`src/rtl/storage_arb_pkg.sv`:
```
// Shared constants and state encoding for the storage arbiter slice.
package storage_arb_pkg;

  localparam logic [1:0] LIFO         = 2'd0;
  localparam logic [1:0] FIFO         = 2'd1;
  localparam logic [1:0] BUFFER       = 2'd2;
  localparam logic [1:0] MODE_INVALID = 2'd3;

  localparam logic OP_PUSH = 1'b0;
  localparam logic OP_POP  = 1'b1;

  typedef enum logic [1:0] {
    ST_IDLE  = 2'd0,
    ST_ISSUE = 2'd1,
    ST_WAIT  = 2'd2
  } state_e;

endpackage

```
`src/rtl/storage_arbiter_if.sv`:
```
// Requester-side bundle: per-requester request fields in, grant and response out.
interface storage_arbiter_if #(
  parameter int NUM_REQ = 4,
  parameter int DATA_W  = 8
);
  logic [NUM_REQ-1:0]        req;
  logic [NUM_REQ-1:0]        req_op;
  logic [2*NUM_REQ-1:0]      req_mode;
  logic [DATA_W*NUM_REQ-1:0] req_data;
  logic [NUM_REQ-1:0]        gnt;
  logic                      rsp_valid;
  logic [2:0]                rsp_id;
  logic [DATA_W-1:0]         rsp_data;
  logic                      rsp_err;

  modport master (
    output req, req_op, req_mode, req_data,
    input  gnt, rsp_valid, rsp_id, rsp_data, rsp_err
  );

  modport slave (
    input  req, req_op, req_mode, req_data,
    output gnt, rsp_valid, rsp_id, rsp_data, rsp_err
  );
endinterface

```
`src/rtl/rr_picker.sv`:
```
// Combinational round-robin pick: first set request at or above ptr, wrapping.
module rr_picker #(
  parameter int NUM_REQ = 4,
  parameter int IDX_W   = 3
) (
  input  logic [NUM_REQ-1:0] req,
  input  logic [IDX_W-1:0]   ptr,
  output logic [NUM_REQ-1:0] winner,
  output logic [IDX_W-1:0]   idx,
  output logic               any_req
);
  logic [NUM_REQ-1:0] rot;

  always_comb begin
    // rot[k] is the request k places above the pointer; scanning downward
    // leaves the nearest one as the final assignment.
    rot     = NUM_REQ'({req, req} >> ptr);
    winner  = '0;
    idx     = '0;
    any_req = |req;
    for (int k = NUM_REQ - 1; k >= 0; k--) begin
      if (rot[k]) begin
        idx    = IDX_W'((int'(ptr) + k) % NUM_REQ);
        winner = NUM_REQ'(1) << idx;
      end
    end
  end
endmodule

```
`src/rtl/storage_arbiter.sv`:
```
// Round-robin front end for a shared LIFO/FIFO/BUFFER engine: grants one
// requester at a time, filters illegal ops, and returns the engine's answer.
module storage_arbiter
  import storage_arb_pkg::*;
#(
  parameter int NUM_REQ = 4,
  parameter int DATA_W  = 8,
  parameter int DEPTH   = 15
) (
  input  logic              clk,
  input  logic              reset,
  storage_arbiter_if.slave  bus,
  output logic [1:0]        st_mode,
  output logic              st_chip_en_lifo,
  output logic              st_chip_en_fifo,
  output logic              st_chip_en_buffer,
  output logic              st_push,
  output logic              st_pop,
  output logic [DATA_W-1:0] st_din,
  input  logic [DATA_W-1:0] st_dout,
  output logic [3:0]        occupancy
);
  localparam int IDX_W = 3;

  state_e             state;
  logic [IDX_W-1:0]   ptr;
  logic [IDX_W-1:0]   id_q;
  logic               op_q;
  logic               legal_q;
  logic [1:0]         mode_q;
  logic [1:0]         lock_mode;

  logic [NUM_REQ-1:0] win_oh;
  logic [IDX_W-1:0]   win_idx;
  logic               any_req;
  logic [1:0]         sel_mode;
  logic               sel_op;
  logic [DATA_W-1:0]  sel_data;
  logic               sel_legal;

  function automatic logic op_legal(input logic [1:0] mode, input logic op,
                                    input logic [3:0] occ, input logic [1:0] lock);
    logic ok;
    if (mode == MODE_INVALID)                 ok = 1'b0;
    else if (mode == BUFFER)                  ok = 1'b1;
    else if (occ != 4'd0 && mode != lock)     ok = 1'b0;
    else if (op == OP_PUSH)                   ok = (occ != 4'(DEPTH));
    else                                      ok = (occ != 4'd0);
    return ok;
  endfunction

  function automatic logic [IDX_W-1:0] next_ptr(input logic [IDX_W-1:0] idx);
    if (int'(idx) == NUM_REQ - 1) return '0;
    return idx + 1'b1;
  endfunction

  rr_picker #(.NUM_REQ(NUM_REQ), .IDX_W(IDX_W)) u_picker (
    .req     (bus.req),
    .ptr     (ptr),
    .winner  (win_oh),
    .idx     (win_idx),
    .any_req (any_req)
  );

  always_comb begin
    sel_mode = '0;
    sel_op   = 1'b0;
    sel_data = '0;
    for (int i = 0; i < NUM_REQ; i++) begin
      if (win_oh[i]) begin
        sel_mode = bus.req_mode[2*i +: 2];
        sel_op   = bus.req_op[i];
        sel_data = bus.req_data[DATA_W*i +: DATA_W];
      end
    end
    sel_legal = op_legal(sel_mode, sel_op, occupancy, lock_mode);
  end

  always_ff @(posedge clk or posedge reset) begin
    if (reset) begin
      state             <= ST_IDLE;
      ptr               <= '0;
      id_q              <= '0;
      op_q              <= 1'b0;
      legal_q           <= 1'b0;
      mode_q            <= LIFO;
      lock_mode         <= LIFO;
      occupancy         <= '0;
      bus.gnt           <= '0;
      bus.rsp_valid     <= 1'b0;
      bus.rsp_id        <= '0;
      bus.rsp_data      <= '0;
      bus.rsp_err       <= 1'b0;
      st_mode           <= '0;
      st_chip_en_lifo   <= 1'b0;
      st_chip_en_fifo   <= 1'b0;
      st_chip_en_buffer <= 1'b0;
      st_push           <= 1'b0;
      st_pop            <= 1'b0;
      st_din            <= '0;
    end else begin
      bus.gnt       <= '0;
      bus.rsp_valid <= 1'b0;
      case (state)
        // IDLE -> ISSUE: grant, latch the request and set up the engine for ISSUE
        ST_IDLE: begin
          if (any_req) begin
            bus.gnt           <= win_oh;
            id_q              <= win_idx;
            op_q              <= sel_op;
            mode_q            <= sel_mode;
            legal_q           <= sel_legal;
            ptr               <= next_ptr(win_idx);
            st_mode           <= sel_mode;
            st_chip_en_lifo   <= (sel_mode == LIFO);
            st_chip_en_fifo   <= (sel_mode == FIFO);
            st_chip_en_buffer <= (sel_mode == BUFFER);
            st_din            <= sel_data;
            st_push           <= sel_legal && sel_mode != BUFFER && sel_op == OP_PUSH;
            st_pop            <= sel_legal && sel_mode != BUFFER && sel_op == OP_POP;
            state             <= ST_ISSUE;
          end
        end
        // ISSUE -> WAIT: engine consumes the strobe; bookkeeping follows it
        ST_ISSUE: begin
          st_push <= 1'b0;
          st_pop  <= 1'b0;
          if (st_push) begin
            occupancy <= occupancy + 4'd1;
            if (occupancy == 4'd0) lock_mode <= mode_q;
          end else if (st_pop) begin
            occupancy <= occupancy - 4'd1;
          end
          state <= ST_WAIT;
        end
        // WAIT -> IDLE: engine output is now registered, answer the requester
        ST_WAIT: begin
          bus.rsp_valid     <= 1'b1;
          bus.rsp_id        <= id_q;
          bus.rsp_err       <= ~legal_q;
          bus.rsp_data      <= (legal_q && (mode_q == BUFFER || op_q == OP_POP)) ? st_dout : '0;
          st_mode           <= '0;
          st_chip_en_lifo   <= 1'b0;
          st_chip_en_fifo   <= 1'b0;
          st_chip_en_buffer <= 1'b0;
          st_din            <= '0;
          state             <= ST_IDLE;
        end
        default: state <= ST_IDLE;
      endcase
    end
  end
endmodule

```
`src/flat_wrapper.sv`:
```
// flat-port wrapper written by rule: the top's interface ports become plain ports
module storage_arbiter_flat import storage_arb_pkg::*;
#(
  parameter int NUM_REQ = 4,
  parameter int DATA_W  = 8,
  parameter int DEPTH   = 15
)
  (clk, reset, st_mode, st_chip_en_lifo, st_chip_en_fifo, st_chip_en_buffer, st_push, st_pop, st_din, st_dout, occupancy, bus_req, bus_req_op, bus_req_mode, bus_req_data, bus_gnt, bus_rsp_valid, bus_rsp_id, bus_rsp_data, bus_rsp_err);
  storage_arbiter_if #(.NUM_REQ(NUM_REQ), .DATA_W(DATA_W)) bus_i ();
  input  logic clk;
  input  logic reset;
  output logic [1:0] st_mode;
  output logic st_chip_en_lifo;
  output logic st_chip_en_fifo;
  output logic st_chip_en_buffer;
  output logic st_push;
  output logic st_pop;
  output logic [DATA_W-1:0] st_din;
  input  logic [DATA_W-1:0] st_dout;
  output logic [3:0] occupancy;
  input wire logic [$bits(bus_i.req)-1:0] bus_req;
  input wire logic [$bits(bus_i.req_op)-1:0] bus_req_op;
  input wire logic [$bits(bus_i.req_mode)-1:0] bus_req_mode;
  input wire logic [$bits(bus_i.req_data)-1:0] bus_req_data;
  output wire logic [$bits(bus_i.gnt)-1:0] bus_gnt;
  output wire logic [$bits(bus_i.rsp_valid)-1:0] bus_rsp_valid;
  output wire logic [$bits(bus_i.rsp_id)-1:0] bus_rsp_id;
  output wire logic [$bits(bus_i.rsp_data)-1:0] bus_rsp_data;
  output wire logic [$bits(bus_i.rsp_err)-1:0] bus_rsp_err;
  assign bus_i.req = bus_req;
  assign bus_i.req_op = bus_req_op;
  assign bus_i.req_mode = bus_req_mode;
  assign bus_i.req_data = bus_req_data;
  assign bus_gnt = bus_i.gnt;
  assign bus_rsp_valid = bus_i.rsp_valid;
  assign bus_rsp_id = bus_i.rsp_id;
  assign bus_rsp_data = bus_i.rsp_data;
  assign bus_rsp_err = bus_i.rsp_err;
  storage_arbiter #(.NUM_REQ(NUM_REQ), .DATA_W(DATA_W), .DEPTH(DEPTH)) u_core (.clk(clk), .reset(reset), .bus(bus_i), .st_mode(st_mode), .st_chip_en_lifo(st_chip_en_lifo), .st_chip_en_fifo(st_chip_en_fifo), .st_chip_en_buffer(st_chip_en_buffer), .st_push(st_push), .st_pop(st_pop), .st_din(st_din), .st_dout(st_dout), .occupancy(occupancy));
endmodule
```
`config.mk`:
```
export PLATFORM = sky130hd
export DESIGN_NAME = storage_arbiter_flat
export DESIGN_NICKNAME = d
export VERILOG_FILES = /design/src/rtl/storage_arb_pkg.sv /design/src/rtl/storage_arbiter_if.sv /design/src/rtl/rr_picker.sv /design/src/rtl/storage_arbiter.sv /design/src/flat_wrapper.sv
export SDC_FILE = /design/constraint.sdc
export NUM_CORES = 1
export LEC_CHECK = 0
export CORE_MARGIN = 2
export CORE_UTILIZATION = 52
export CTS_BUF_LIST = sky130_fd_sc_hd__clkbuf_4 sky130_fd_sc_hd__clkbuf_8
export CTS_CLUSTER_DIAMETER = 60
export DETAILED_ROUTE_END_ITERATION = 6
export GPL_TIMING_DRIVEN = 0
export HOLD_SLACK_MARGIN = 0.06
export PLACE_DENSITY = 0.95
export SETUP_SLACK_MARGIN = 0.1
export SLEW_MARGIN = 15
export SYNTH_ARGS = -nofsm -noshare
export SYNTH_HDL_FRONTEND = slang
export SYNTH_SLANG_ARGS = --single-unit
export TNS_END_PERCENT = 1
```
`constraint.sdc`:
```
create_clock -name clk -period 5.4 [get_ports clk]
set_input_delay 1.62 -clock clk [delete_from_list [all_inputs] [get_ports clk]]
set_output_delay 1.62 -clock clk [all_outputs]
set_load 0.005 [all_outputs]
```
==> run summary <==
die height -> 79.74 um
total negative slack -> 0 ps
CTS H-tree lvls -> 2
placer congestion estimate -> 0.9552
post-synth top area share -> 39.43%
Critical path buffers and inverters -> 2
layout cells sized above 1 -> 10.19%
main flop type after synthesis -> dfrtp_1
Total Wirelength -> 8505 um
Diodes inserted -> 0
status -> completed
DR WL/cell -> 17.57 um
final setup margin -> 945.4 ps
vias -> 2967
DRC violations left -> 0
required time worst endpoint -> 5630 ps
Setup Crit Path Kind -> input pin to flip-flop
Fmax -> 0.2245 GHz
peak supply drop -> 0.3857 mV
worst r2r dst -> u_core.st_pop$_DFFE_PP0P_
min-delay worst type -> flip-flop to flip-flop
post-synth cell types -> 63
PortBufs -> 92
max_cap viols -> 0
most frequent cells after synthesis -> dfrtp_1, a21oi_1, nand2_1
Worst path slowest cell -> clkdlybuf4s50_1
R2R depth -> 9
Max Buffers Root-to-Sink -> 2
family with the most delay on the worst path -> compound AO/OA/AOI/OAI gates
final period utilization -> 82.49%
final instance area -> 0.004129 sq mm
Syn Nets -> 379
drt via density -> 6.130
clock sinks -> 47
# hold bufs at CTS -> 0
Mapped Area -> 0.002983 sq mm
Routed Antenna Nets -> 0
count of state elements after synthesis -> 47
cells after synthesis -> 311
Critical Path Sink Type -> flip-flop
drt initial violations -> 260
Final #Nets -> 479
CTS tree -> done
Starting Density -> 53.84%
Placed Area -> 0.004014 sq mm
final setup vio count -> 0
Ports -> 94
count leader, synth -> dfrtp_1
Hold Path Sink -> u_core.id_q[0]$_DFFE_PP0P_
max incr delay on CP -> 520 ps
Post-synth ARST share -> 100.0%
post-synth top area cell -> dfrtp_1
Clk Latency, worst-skew pair -> 300 ps
fin crit period -> 4455 ps
DP Wirelength -> 6254 um
HP Start -> u_core.id_q[0]$_DFFE_PP0P_
total gr overflow -> 0
largest net degree at the start of global routing -> 37
YS warnings -> 0
die area -> 0.006358 sq mm
Lkg Pwr -> 1.752 nW
core area -> 0.005540 sq mm
sequential element share of the synthesized area -> 39.43%
Slew Viols, Final -> 0
RSZ-0062 raised after global routing -> false
Worst R2R Start -> u_core.ptr[0]$_DFFE_PP0P_
final-layout fill cell count -> 363
Worst Path Arrival -> 4690 ps
initial antenna violation count -> 0
chip width -> 79.74 um
first-pass GRT wire length -> 13440 um
hold depth -> 2
setup bufs post-CTS -> 0
vias in the first global route -> 2832
Final Hold Vio Count -> 0
final non-filler cell total -> 484
worst path cell trace -> clkdlybuf4s50_1, buf_1, mux2i_1, o21ai_0, a31oi_1, o32ai_4, o311ai_1, a221o_1, or4_1, o21ai_1
iteration count of the initial detailed-routing pass -> 5
Place WS -> 735.5 ps
Num CTS Buffers -> 5
Post-synth EDFFs -> 0
Critical Path Start -> bus_req[0]
CTS Root Cell -> clkbuf_8
num rows -> 27
Layout area overhead -> 38.42%
Worst Setup Start Kind -> input pin
DP Cell Count -> 476
Final Power -> 2.578 mW
clk slew on worst S/H paths -> 90 ps
critical-path maximum fanout -> 10
Reg2Reg Setup Slack -> 2090 ps
Slew headroom -> 29.82%
Post-Syn Area per Cell -> 9.591 sq um
Slew @ Worst Pin -> 1050 ps
clock skew -> 11.48 ps
post-cts sizing count -> 0
PwrDens -> 624.4 mW/mm^2
synth top area cells -> dfrtp_1, a21oi_1, ha_1
Overall Global Routing Usage -> 27.06%
-- routing by layer --
| layer | wire (um) | vias up | global-route usage (%) |
|---|---|---|---|
| met2 | 4189 | 169 | 46.13 |
| met5 | 0 | - | 0 |
| met1 | 3395 | 1420 | 32.92 |
| met3 | 710 | 25 | 6.448 |
| li1 | - | 1353 | - |
| met4 | 210 | 0 | 11.02 |
-- logic make-up (layout without fill, tap and decap cells) --
kind of cell,count (synthesis),count (layout),share of synthesized area (%)
muxes,15,15,5.998
AOI/OAI and AO/OA,116,116,29.11
adders and majority gates,10,10,4.446
and+or+nand+nor,82,82,14.22
buffers and inverters,35,136,5.201
other,1,1,0.1257
DFF,47,47,39.43
xor gates and xnor gates,5,5,1.468
-- worst min-delay path: cells and delay by family (launching register included) --
kind             cells  cell delay, ps
AND/OR/NAND/NOR      2             110
flip-flops           1             350
-- sequential cells by signal, indices dropped and copies added, names as in the netlist --
signal and flops:
u_core.bus.gnt 4, u_core.bus.rsp_data 8, u_core.bus.rsp_err 1, u_core.bus.rsp_id 2, u_core.bus.rsp_valid 1, u_core.id_q 2, u_core.legal_q 1, u_core.lock_mode 2
u_core.mode_q 2, u_core.occupancy 4, u_core.op_q 1, u_core.ptr 2, u_core.st_chip_en_buffer 1, u_core.st_chip_en_fifo 1, u_core.st_chip_en_lifo 1, u_core.st_din 8
u_core.st_mode 2, u_core.st_pop 1, u_core.st_push 1, u_core.state 2
-- layout make-up --
cell class | count | area, sq um | share of cell area (%)
well taps | 72 | 90.09 | 2.182
inverters | 14 | 52.55 | 1.273
repair buffers | 93 | 940.9 | 22.79
clock inverters | 3 | 46.29 | 1.121
multi-input cells | 229 | 1652 | 40.00
flip-flops and latches | 47 | 1176 | 28.48
plain buffers | 21 | 102.6 | 2.485
clock buffers | 5 | 68.82 | 1.667
-- cell usage in the layout, fill, tap and decap left out, types with 5 or more instances in the layout --
cell type	count
a211o_1	10
a21oi_1	32
a22o_1	9
a22oi_1	10
buf_2	7
clkbuf_1	10
clkbuf_8	5
clkdlybuf4s50_1	92
dfrtp_1	47
ha_1	9
inv_1	11
mux2_2	6
mux2i_1	6
nand2_1	20
nand3_1	7
nor2_1	19
nor2b_1	6
o21ai_0	15
-- worst max path at each step --
stage,to,slack [ps],cells after the start
2_1_floorplan,u_core.st_pop$_DFFE_PP0P_,1590,8
3_3_place_gp,u_core.legal_q$_DFFE_PP0P_,770,10
3_5_place_dp,u_core.legal_q$_DFFE_PP0P_,740,10
4_1_cts,u_core.st_pop$_DFFE_PP0P_,1010,10
5_1_grt,u_core.st_pop$_DFFE_PP0P_,820,10
6_report,u_core.st_pop$_DFFE_PP0P_,950,10
-- metrics by stage --
| step | hold WS (ps) | utilization, % |
|---|---|---|
| after CTS | 494.8 | 74.53 |
| final | 490.0 | 74.53 |
| after global routing | 521.2 | 74.53 |
| after detailed placement | 471.6 | 72.45 |
| after floorplan | 442.7 | - |
| after global placement | 460.1 | 72.09 |
-- power by group --
| part | switching (mW) | leakage, nW | internal [mW] | total (mW) |
|---|---|---|---|---|
| Combinational | 0.890 | 1.10 | 0.788 | 1.68 |
| Clock | 0.122 | 0.0548 | 0.139 | 0.261 |
| Sequential | 0.123 | 0.594 | 0.516 | 0.639 |
(Power assumes the default switching activity.)
